[config.mk]
export PLATFORM = sky130hd
export DESIGN_NAME = obi_mem_arbiter_flat
export DESIGN_NICKNAME = d
export VERILOG_FILES = /design/src/rtl/obi_mem_arbiter_if.sv /design/src/rtl/obi_mem_arbiter.sv /design/src/flat_wrapper.sv
export SDC_FILE = /design/constraint.sdc
export NUM_CORES = 1
export LEC_CHECK = 0
export CAP_MARGIN = 20
export CORE_AREA = 2 2 147 149
export DETAILED_ROUTE_END_ITERATION = 16
export DIE_AREA = 0 0 149 151
export PLACE_DENSITY = 0.5
export SLEW_MARGIN = 20
export SYNTH_ARGS = -nofsm -noshare
export SYNTH_HDL_FRONTEND = slang
export SYNTH_SLANG_ARGS = --single-unit
[constraint.sdc]
create_clock -name clk_i -period 2.9 [get_ports clk_i]
set_input_delay 0.725 -clock clk_i [delete_from_list [all_inputs] [get_ports clk_i]]
set_output_delay 0.725 -clock clk_i [all_outputs]
set_load 0.01 [all_outputs]
[src/rtl/obi_mem_arbiter_if.sv]
// Bus bundle for the two-requester OBI arbiter: instruction (m0), data (m1) and shared memory side.
// The slave modport is the arbiter's view; master is the environment driving requesters and memory.
interface obi_mem_arbiter_if;
   logic        m0_req_i;
   logic        m0_gnt_o;
   logic [31:0] m0_addr_i;
   logic        m0_we_i;
   logic [3:0]  m0_be_i;
   logic [31:0] m0_wdata_i;
   logic        m0_rvalid_o;
   logic [31:0] m0_rdata_o;

   logic        m1_req_i;
   logic        m1_gnt_o;
   logic [31:0] m1_addr_i;
   logic        m1_we_i;
   logic [3:0]  m1_be_i;
   logic [31:0] m1_wdata_i;
   logic        m1_rvalid_o;
   logic [31:0] m1_rdata_o;

   logic        s_req_o;
   logic        s_gnt_i;
   logic [31:0] s_addr_o;
   logic        s_we_o;
   logic [3:0]  s_be_o;
   logic [31:0] s_wdata_o;
   logic        s_rvalid_i;
   logic [31:0] s_rdata_i;

   modport slave (
      input  m0_req_i, m0_addr_i, m0_we_i, m0_be_i, m0_wdata_i,
      output m0_gnt_o, m0_rvalid_o, m0_rdata_o,
      input  m1_req_i, m1_addr_i, m1_we_i, m1_be_i, m1_wdata_i,
      output m1_gnt_o, m1_rvalid_o, m1_rdata_o,
      output s_req_o, s_addr_o, s_we_o, s_be_o, s_wdata_o,
      input  s_gnt_i, s_rvalid_i, s_rdata_i
   );

   modport master (
      output m0_req_i, m0_addr_i, m0_we_i, m0_be_i, m0_wdata_i,
      input  m0_gnt_o, m0_rvalid_o, m0_rdata_o,
      output m1_req_i, m1_addr_i, m1_we_i, m1_be_i, m1_wdata_i,
      input  m1_gnt_o, m1_rvalid_o, m1_rdata_o,
      input  s_req_o, s_addr_o, s_we_o, s_be_o, s_wdata_o,
      output s_gnt_i, s_rvalid_i, s_rdata_i
   );
endinterface

[src/rtl/obi_mem_arbiter.sv]
// Two-to-one OBI arbiter with zero-latency grant/response paths and an owner FIFO for response routing.
// Grant counters exist only when OBI_ARB_GRANT_STATS_EN is defined; otherwise both outputs are tied to 0.
module obi_mem_arbiter #(
   parameter int MAX_OUTSTANDING = 2,
   parameter int FIXED_PRIO      = 0
) (
   input  logic               clk_i,
   input  logic               rst_ni,
   obi_mem_arbiter_if.slave   bus,
   output logic               rsp_err_o,
   output logic [31:0]        grant_cnt0_o,
   output logic [31:0]        grant_cnt1_o
);
   localparam int PW = (MAX_OUTSTANDING > 1) ? $clog2(MAX_OUTSTANDING) : 1;
   localparam int CW = $clog2(MAX_OUTSTANDING + 1);

   typedef enum logic {IDLE, HOLD} state_t;

   state_t                     r_state;
   logic                       r_sel;
   logic                       r_last;
   logic [MAX_OUTSTANDING-1:0] r_fifo;
   logic [PW-1:0]              r_wr_ptr;
   logic [PW-1:0]              r_rd_ptr;
   logic [CW-1:0]              r_cnt;
   logic                       r_err;

   logic w_full;
   logic w_empty;
   logic w_winner;
   logic w_sel;
   logic w_s_req;
   logic w_push;
   logic w_pop;
   logic w_head;

   function automatic logic [PW-1:0] f_inc(input logic [PW-1:0] p);
      return (p == PW'(MAX_OUTSTANDING - 1)) ? '0 : p + PW'(1);
   endfunction

   assign w_full  = (r_cnt == CW'(MAX_OUTSTANDING));
   assign w_empty = (r_cnt == '0);

   // Winner encoding: 0 = instruction port, 1 = data port.
   always_comb begin
      w_winner = 1'b0;
      if (FIXED_PRIO != 0)
         w_winner = !bus.m0_req_i;
      else if (bus.m0_req_i && bus.m1_req_i)
         w_winner = !r_last;
      else
         w_winner = !bus.m0_req_i;
   end

   assign w_sel   = (r_state == HOLD) ? r_sel : w_winner;
   assign w_s_req = rst_ni && ((r_state == HOLD) ||
                    (!w_full && (bus.m0_req_i || bus.m1_req_i)));
   assign w_push  = w_s_req && bus.s_gnt_i;
   assign w_pop   = rst_ni && bus.s_rvalid_i && !w_empty;
   assign w_head  = r_fifo[r_rd_ptr];

   assign bus.s_req_o   = w_s_req;
   assign bus.s_addr_o  = w_sel ? bus.m1_addr_i  : bus.m0_addr_i;
   assign bus.s_we_o    = w_sel ? bus.m1_we_i    : bus.m0_we_i;
   assign bus.s_be_o    = w_sel ? bus.m1_be_i    : bus.m0_be_i;
   assign bus.s_wdata_o = w_sel ? bus.m1_wdata_i : bus.m0_wdata_i;

   assign bus.m0_gnt_o    = w_push && !w_sel;
   assign bus.m1_gnt_o    = w_push &&  w_sel;
   assign bus.m0_rvalid_o = w_pop  && !w_head;
   assign bus.m1_rvalid_o = w_pop  &&  w_head;
   assign bus.m0_rdata_o  = bus.s_rdata_i;
   assign bus.m1_rdata_o  = bus.s_rdata_i;
   assign rsp_err_o       = r_err;

   always_ff @(posedge clk_i or negedge rst_ni) begin
      if (!rst_ni) begin
         r_state  <= IDLE;
         r_sel    <= 1'b0;
         r_last   <= 1'b1;
         r_fifo   <= '0;
         r_wr_ptr <= '0;
         r_rd_ptr <= '0;
         r_cnt    <= '0;
         r_err    <= 1'b0;
      end else begin
         case (r_state)
            IDLE: begin
               if (w_s_req && !bus.s_gnt_i) begin
                  r_state <= HOLD;
                  r_sel   <= w_winner;
               end
            end
            HOLD: begin
               if (bus.s_gnt_i)
                  r_state <= IDLE;
            end
            default: r_state <= IDLE;
         endcase

         if (w_push) begin
            r_fifo[r_wr_ptr] <= w_sel;
            r_wr_ptr         <= f_inc(r_wr_ptr);
            r_last           <= w_sel;
         end
         if (w_pop)
            r_rd_ptr <= f_inc(r_rd_ptr);
         r_cnt <= r_cnt + CW'(w_push) - CW'(w_pop);

         // A response with nothing outstanding is a protocol error; it stays latched.
         if (bus.s_rvalid_i && w_empty)
            r_err <= 1'b1;
      end
   end

`ifdef OBI_ARB_GRANT_STATS_EN
   logic [31:0] r_cnt0;
   logic [31:0] r_cnt1;

   always_ff @(posedge clk_i or negedge rst_ni) begin
      if (!rst_ni) begin
         r_cnt0 <= '0;
         r_cnt1 <= '0;
      end else begin
         if (bus.m0_gnt_o)
            r_cnt0 <= r_cnt0 + 32'd1;
         if (bus.m1_gnt_o)
            r_cnt1 <= r_cnt1 + 32'd1;
      end
   end

   assign grant_cnt0_o = r_cnt0;
   assign grant_cnt1_o = r_cnt1;
`else
   assign grant_cnt0_o = '0;
   assign grant_cnt1_o = '0;
`endif

endmodule

[src/flat_wrapper.sv]
// flat-port wrapper written by rule: the top's interface ports become plain ports
module obi_mem_arbiter_flat 
#(
   parameter int MAX_OUTSTANDING = 2,
   parameter int FIXED_PRIO      = 0
)
  (clk_i, rst_ni, rsp_err_o, grant_cnt0_o, grant_cnt1_o, bus_m0_req_i, bus_m0_addr_i, bus_m0_we_i, bus_m0_be_i, bus_m0_wdata_i, bus_m0_gnt_o, bus_m0_rvalid_o, bus_m0_rdata_o, bus_m1_req_i, bus_m1_addr_i, bus_m1_we_i, bus_m1_be_i, bus_m1_wdata_i, bus_m1_gnt_o, bus_m1_rvalid_o, bus_m1_rdata_o, bus_s_req_o, bus_s_addr_o, bus_s_we_o, bus_s_be_o, bus_s_wdata_o, bus_s_gnt_i, bus_s_rvalid_i, bus_s_rdata_i);
  obi_mem_arbiter_if bus_i ();
  input  logic clk_i;
  input  logic rst_ni;
  output logic rsp_err_o;
  output logic [31:0] grant_cnt0_o;
  output logic [31:0] grant_cnt1_o;
  input wire logic [$bits(bus_i.m0_req_i)-1:0] bus_m0_req_i;
  input wire logic [$bits(bus_i.m0_addr_i)-1:0] bus_m0_addr_i;
  input wire logic [$bits(bus_i.m0_we_i)-1:0] bus_m0_we_i;
  input wire logic [$bits(bus_i.m0_be_i)-1:0] bus_m0_be_i;
  input wire logic [$bits(bus_i.m0_wdata_i)-1:0] bus_m0_wdata_i;
  output wire logic [$bits(bus_i.m0_gnt_o)-1:0] bus_m0_gnt_o;
  output wire logic [$bits(bus_i.m0_rvalid_o)-1:0] bus_m0_rvalid_o;
  output wire logic [$bits(bus_i.m0_rdata_o)-1:0] bus_m0_rdata_o;
  input wire logic [$bits(bus_i.m1_req_i)-1:0] bus_m1_req_i;
  input wire logic [$bits(bus_i.m1_addr_i)-1:0] bus_m1_addr_i;
  input wire logic [$bits(bus_i.m1_we_i)-1:0] bus_m1_we_i;
  input wire logic [$bits(bus_i.m1_be_i)-1:0] bus_m1_be_i;
  input wire logic [$bits(bus_i.m1_wdata_i)-1:0] bus_m1_wdata_i;
  output wire logic [$bits(bus_i.m1_gnt_o)-1:0] bus_m1_gnt_o;
  output wire logic [$bits(bus_i.m1_rvalid_o)-1:0] bus_m1_rvalid_o;
  output wire logic [$bits(bus_i.m1_rdata_o)-1:0] bus_m1_rdata_o;
  output wire logic [$bits(bus_i.s_req_o)-1:0] bus_s_req_o;
  output wire logic [$bits(bus_i.s_addr_o)-1:0] bus_s_addr_o;
  output wire logic [$bits(bus_i.s_we_o)-1:0] bus_s_we_o;
  output wire logic [$bits(bus_i.s_be_o)-1:0] bus_s_be_o;
  output wire logic [$bits(bus_i.s_wdata_o)-1:0] bus_s_wdata_o;
  input wire logic [$bits(bus_i.s_gnt_i)-1:0] bus_s_gnt_i;
  input wire logic [$bits(bus_i.s_rvalid_i)-1:0] bus_s_rvalid_i;
  input wire logic [$bits(bus_i.s_rdata_i)-1:0] bus_s_rdata_i;
  assign bus_i.m0_req_i = bus_m0_req_i;
  assign bus_i.m0_addr_i = bus_m0_addr_i;
  assign bus_i.m0_we_i = bus_m0_we_i;
  assign bus_i.m0_be_i = bus_m0_be_i;
  assign bus_i.m0_wdata_i = bus_m0_wdata_i;
  assign bus_m0_gnt_o = bus_i.m0_gnt_o;
  assign bus_m0_rvalid_o = bus_i.m0_rvalid_o;
  assign bus_m0_rdata_o = bus_i.m0_rdata_o;
  assign bus_i.m1_req_i = bus_m1_req_i;
  assign bus_i.m1_addr_i = bus_m1_addr_i;
  assign bus_i.m1_we_i = bus_m1_we_i;
  assign bus_i.m1_be_i = bus_m1_be_i;
  assign bus_i.m1_wdata_i = bus_m1_wdata_i;
  assign bus_m1_gnt_o = bus_i.m1_gnt_o;
  assign bus_m1_rvalid_o = bus_i.m1_rvalid_o;
  assign bus_m1_rdata_o = bus_i.m1_rdata_o;
  assign bus_s_req_o = bus_i.s_req_o;
  assign bus_s_addr_o = bus_i.s_addr_o;
  assign bus_s_we_o = bus_i.s_we_o;
  assign bus_s_be_o = bus_i.s_be_o;
  assign bus_s_wdata_o = bus_i.s_wdata_o;
  assign bus_i.s_gnt_i = bus_s_gnt_i;
  assign bus_i.s_rvalid_i = bus_s_rvalid_i;
  assign bus_i.s_rdata_i = bus_s_rdata_i;
  obi_mem_arbiter #(.MAX_OUTSTANDING(MAX_OUTSTANDING), .FIXED_PRIO(FIXED_PRIO)) u_core (.clk_i(clk_i), .rst_ni(rst_ni), .bus(bus_i), .rsp_err_o(rsp_err_o), .grant_cnt0_o(grant_cnt0_o), .grant_cnt1_o(grant_cnt1_o));
endmodule
==> results_dict.tcl <==
set metrics [dict create \
    rows 53 \
    dieArea_um2 22500 \
    hold_viol 0 \
    synth_seq_cells 10 \
    power_frac_clock_pct 10.1 \
    worstSetupEndpointType "output pin" \
    hold_depth 1 \
    p_sw_share_pct 33.48 \
    num_vias 2242 \
    fin_crit_sh_pct 97.73 \
    syn_area_per_cell_um2 10.31 \
    gp_congestion 0.6669 \
    hp-class "reg2reg" \
    wl_per_cell_um 13.11 \
    grt_max_degree 14 \
    cp.required_ns 2.17 \
    cts_tree "yes" \
    clk_latency_ns 0.23 \
    io_buffers 218 \
    period_needed_ns 2.834 \
    power_frac_seq_pct 10.6 \
    ys_warn_count 0 \
    yosysSeqAreaShare_pct 9.608 \
    ctsHtreeMaxLevel 1 \
    power.internal_uw 1605 \
    rsz0062_at_grt "false" \
    multi_input_area_um2 1480 \
    maxSlewViolCount 0 \
    clockBufferDepth 2 \
    core-area_um2 20820 \
    fmax_mhz 352.9 \
    vdd_drop_max_uv 190.4 \
    clock-sinks 10 \
    antenna_cells 0 \
    die-height_um 151 \
    clockRootBuffer "clkbuf_16" \
    wl_mm 9.374 \
    start_util_pct 12.57 \
    setup_violations 0 \
    drive_above_1_share_pct 41.59 \
    setup_tns_ns 0 \
    hpwlAfterDp_mm 7.325 \
    grt_overflow_total 0 \
    drc_errors 0 \
    numCtsBuffers 3 \
    postRouteAntennaNets 0 \
    syn_area_um2 2618 \
    startpoint_type "primary input" \
    fin_util_pct 22.25 \
    ys_types 29 \
    clock_skew_ns 0.0004240 \
    antenna_found_initial 0 \
    pwr-share-comb_pct 79.3 \
    area_delta_synth_final_pct 77.01 \
    fillers 2296 \
    drt_pass1_iterations 3 \
    routed_via_density 3.136 \
    synth_cells 254 \
    first_global_vias 2185 \
    crit_fanout 7 \
    maxCapViolCount 0 \
    status "finished, final reports clean" \
    critical_path_arrival_ns 2.11 \
    power_density_nw_per_um2 520.6 \
    p_sw_uw 807.6 \
    register_area_um2 251.5 \
    ios 379 \
    drt_iter0_markers 12 \
    clkTransAtPathRegs_ns 0.04 \
    grt_pass1_wl_mm 12.14 \
    p_leak_uw 0.002191 \
    final_nets 619 \
    grt_usage_pct 7.034 \
    placed_cell_area_um2 4414 \
    fin_area_um2 4633 \
    crit_type "in2out" \
    r2r_cells 8 \
    die_w_um 149 \
]
[flip-flops by register name (all words and copies together), names as in the netlist]
register / flops
u_core.r_cnt: 2
u_core.r_fifo: 2
u_core.r_last: 1
u_core.r_rd_ptr: 1
u_core.r_sel: 1
u_core.r_state: 1
u_core.r_wr_ptr: 1
u_core.rsp_err_o: 1
[kinds of logic after synthesis]
group                    share of synthesized area (%)
XOR/XNOR                                         1.338
other                                           0.1433
AND/OR/NAND/NOR                                  3.012
multiplexers                                     39.24
AO/OA/AOI/OAI                                    2.533
adder cells (fa/ha/maj)                         0.9559
flip-flops                                       9.608
buffers and inverters                            43.16
[path summary, 6_finish.rpt]
| kind | from | endpoint | slack, ns |
|---|---|---|---|
| worst max-delay path | bus_m1_req_i | bus_s_wdata_o[25] | 0.07 |
| worst min-delay path | u_core.rsp_err_o | u_core.rsp_err_o | 0.46 |
| worst max register to register | u_core.r_cnt[0] | u_core.r_cnt[1] | 1.16 |
| worst min register to register | u_core.rsp_err_o | u_core.rsp_err_o | 0.46 |
| max in group asynchronous | rst_ni | u_core.r_last | 2.06 |
| min in group asynchronous | rst_ni | u_core.rsp_err_o | 0.61 |
[worst max-delay path, cell delays in order]
cell and delay (ns):
buf_2 0.10, inv_2 0.04, o211ai_2 0.16, o21a_4 0.17, buf_6 0.11, buf_12 0.13
buf_12 0.14, buf_4 0.11, mux2_4 0.29, buf_6 0.13
[power by group through the flow]
| stage | clock network [uW] | registers, uW | logic (uW) |
|---|---|---|---|
| floorplan | 0 | 246 | 1130 |
| global placement | 0 | 257 | 1640 |
| detailed placement | 0 | 260 | 1650 |
| CTS | 248 | 258 | 1940 |
| global route | 258 | 266 | 2040 |
| finish | 243 | 256 | 1910 |
[synthesized netlist by cell type, drive strengths merged]
cell type | n | area share (%)
a21o | 1 | 0.29
a21oi | 1 | 0.19
a32o | 1 | 0.38
and2 | 1 | 0.24
and4 | 1 | 0.33
buf | 136 | 42
conb | 1 | 0.14
dfrtp | 9 | 8.6
dfstp | 1 | 1.0
ha | 2 | 0.96
inv | 7 | 1.0
mux2 | 72 | 39
mux2i | 1 | 0.38
nand2 | 3 | 0.43
nand3 | 1 | 0.19
nand4b | 1 | 0.33
nor2 | 4 | 0.57
nor2b | 2 | 0.57
nor4b | 1 | 0.33
o211ai | 2 | 0.76
o21a | 1 | 0.57
o21ai | 1 | 0.33
xnor2 | 4 | 1.3
[layer usage]
layer / vias to the layer above / part of all wire, % / GRT usage [%]
met2: 212 / 49 / 12.10
li1: 1027 / - / -
met4: 0 / 1.5 / 2.143
met5: - / 0 / 0
met3: 8 / 15 / 3.434
met1: 995 / 35 / 7.642
[placed cells by master (no fill, tap or decap)]
master	instances
xnor2_1	4
nor4b_1	1
and4_1	1
dfrtp_1	9
nand4b_1	1
clkdlybuf4s50_1	144
nor2_1	4
a21o_1	1
clkdlybuf4s15_1	4
bufbuf_16	1
buf_4	18
o211ai_2	1
buf_2	51
inv_1	4
dfstp_2	1
a21oi_1	1
nor2b_1	1
inv_2	3
dlygate4sd2_1	7
buf_16	7
clkbuf_2	2
ha_1	2
conb_1	64
and2_1	1
nor2b_2	1
buf_6	12
clkdlybuf4s15_2	3
nand3_1	1
nand2_1	3
clkbuf_1	1
a32o_1	1
mux2_2	15
o211ai_1	1
buf_12	5
buf_8	1
mux2_4	57
o21ai_2	1
mux2i_1	1
clkbuf_16	3
o21a_4	1
[final cells by class]
type / instances / share of cell area (%)
repair buffers: 255 / 52.93
inverters: 7 / 0.5671
well taps: 275 / 7.426
clock buffers: 4 / 1.701
multi-input cells: 164 / 31.95
flip-flops and latches: 10 / 5.428
[through the flow]
stage / power (uW) / hold slack (ns) / cells / worst slack (ns)
2_1_floorplan: 1377 / 0.4294 / 317 / 0.5206
3_3_place_gp: 1893 / 0.4416 / 689 / -0.5869
3_5_place_dp: 1908 / 0.4562 / 689 / -0.6161
4_1_cts: 2446 / 0.4649 / 715 / -0.03848
5_1_grt: 2562 / 0.4929 / 715 / 0.01331
6_report: 2412 / 0.4632 / 715 / 0.06595
[repair_timing]
item	4_1_cts	5_1_grt
hold buffers	0	0
setup buffers	15	0
resized for setup	285	7
endpoints found under the setup margin	72	24
gates cloned	7	0
pin swaps	1	1
(Power assumes the default switching activity.)
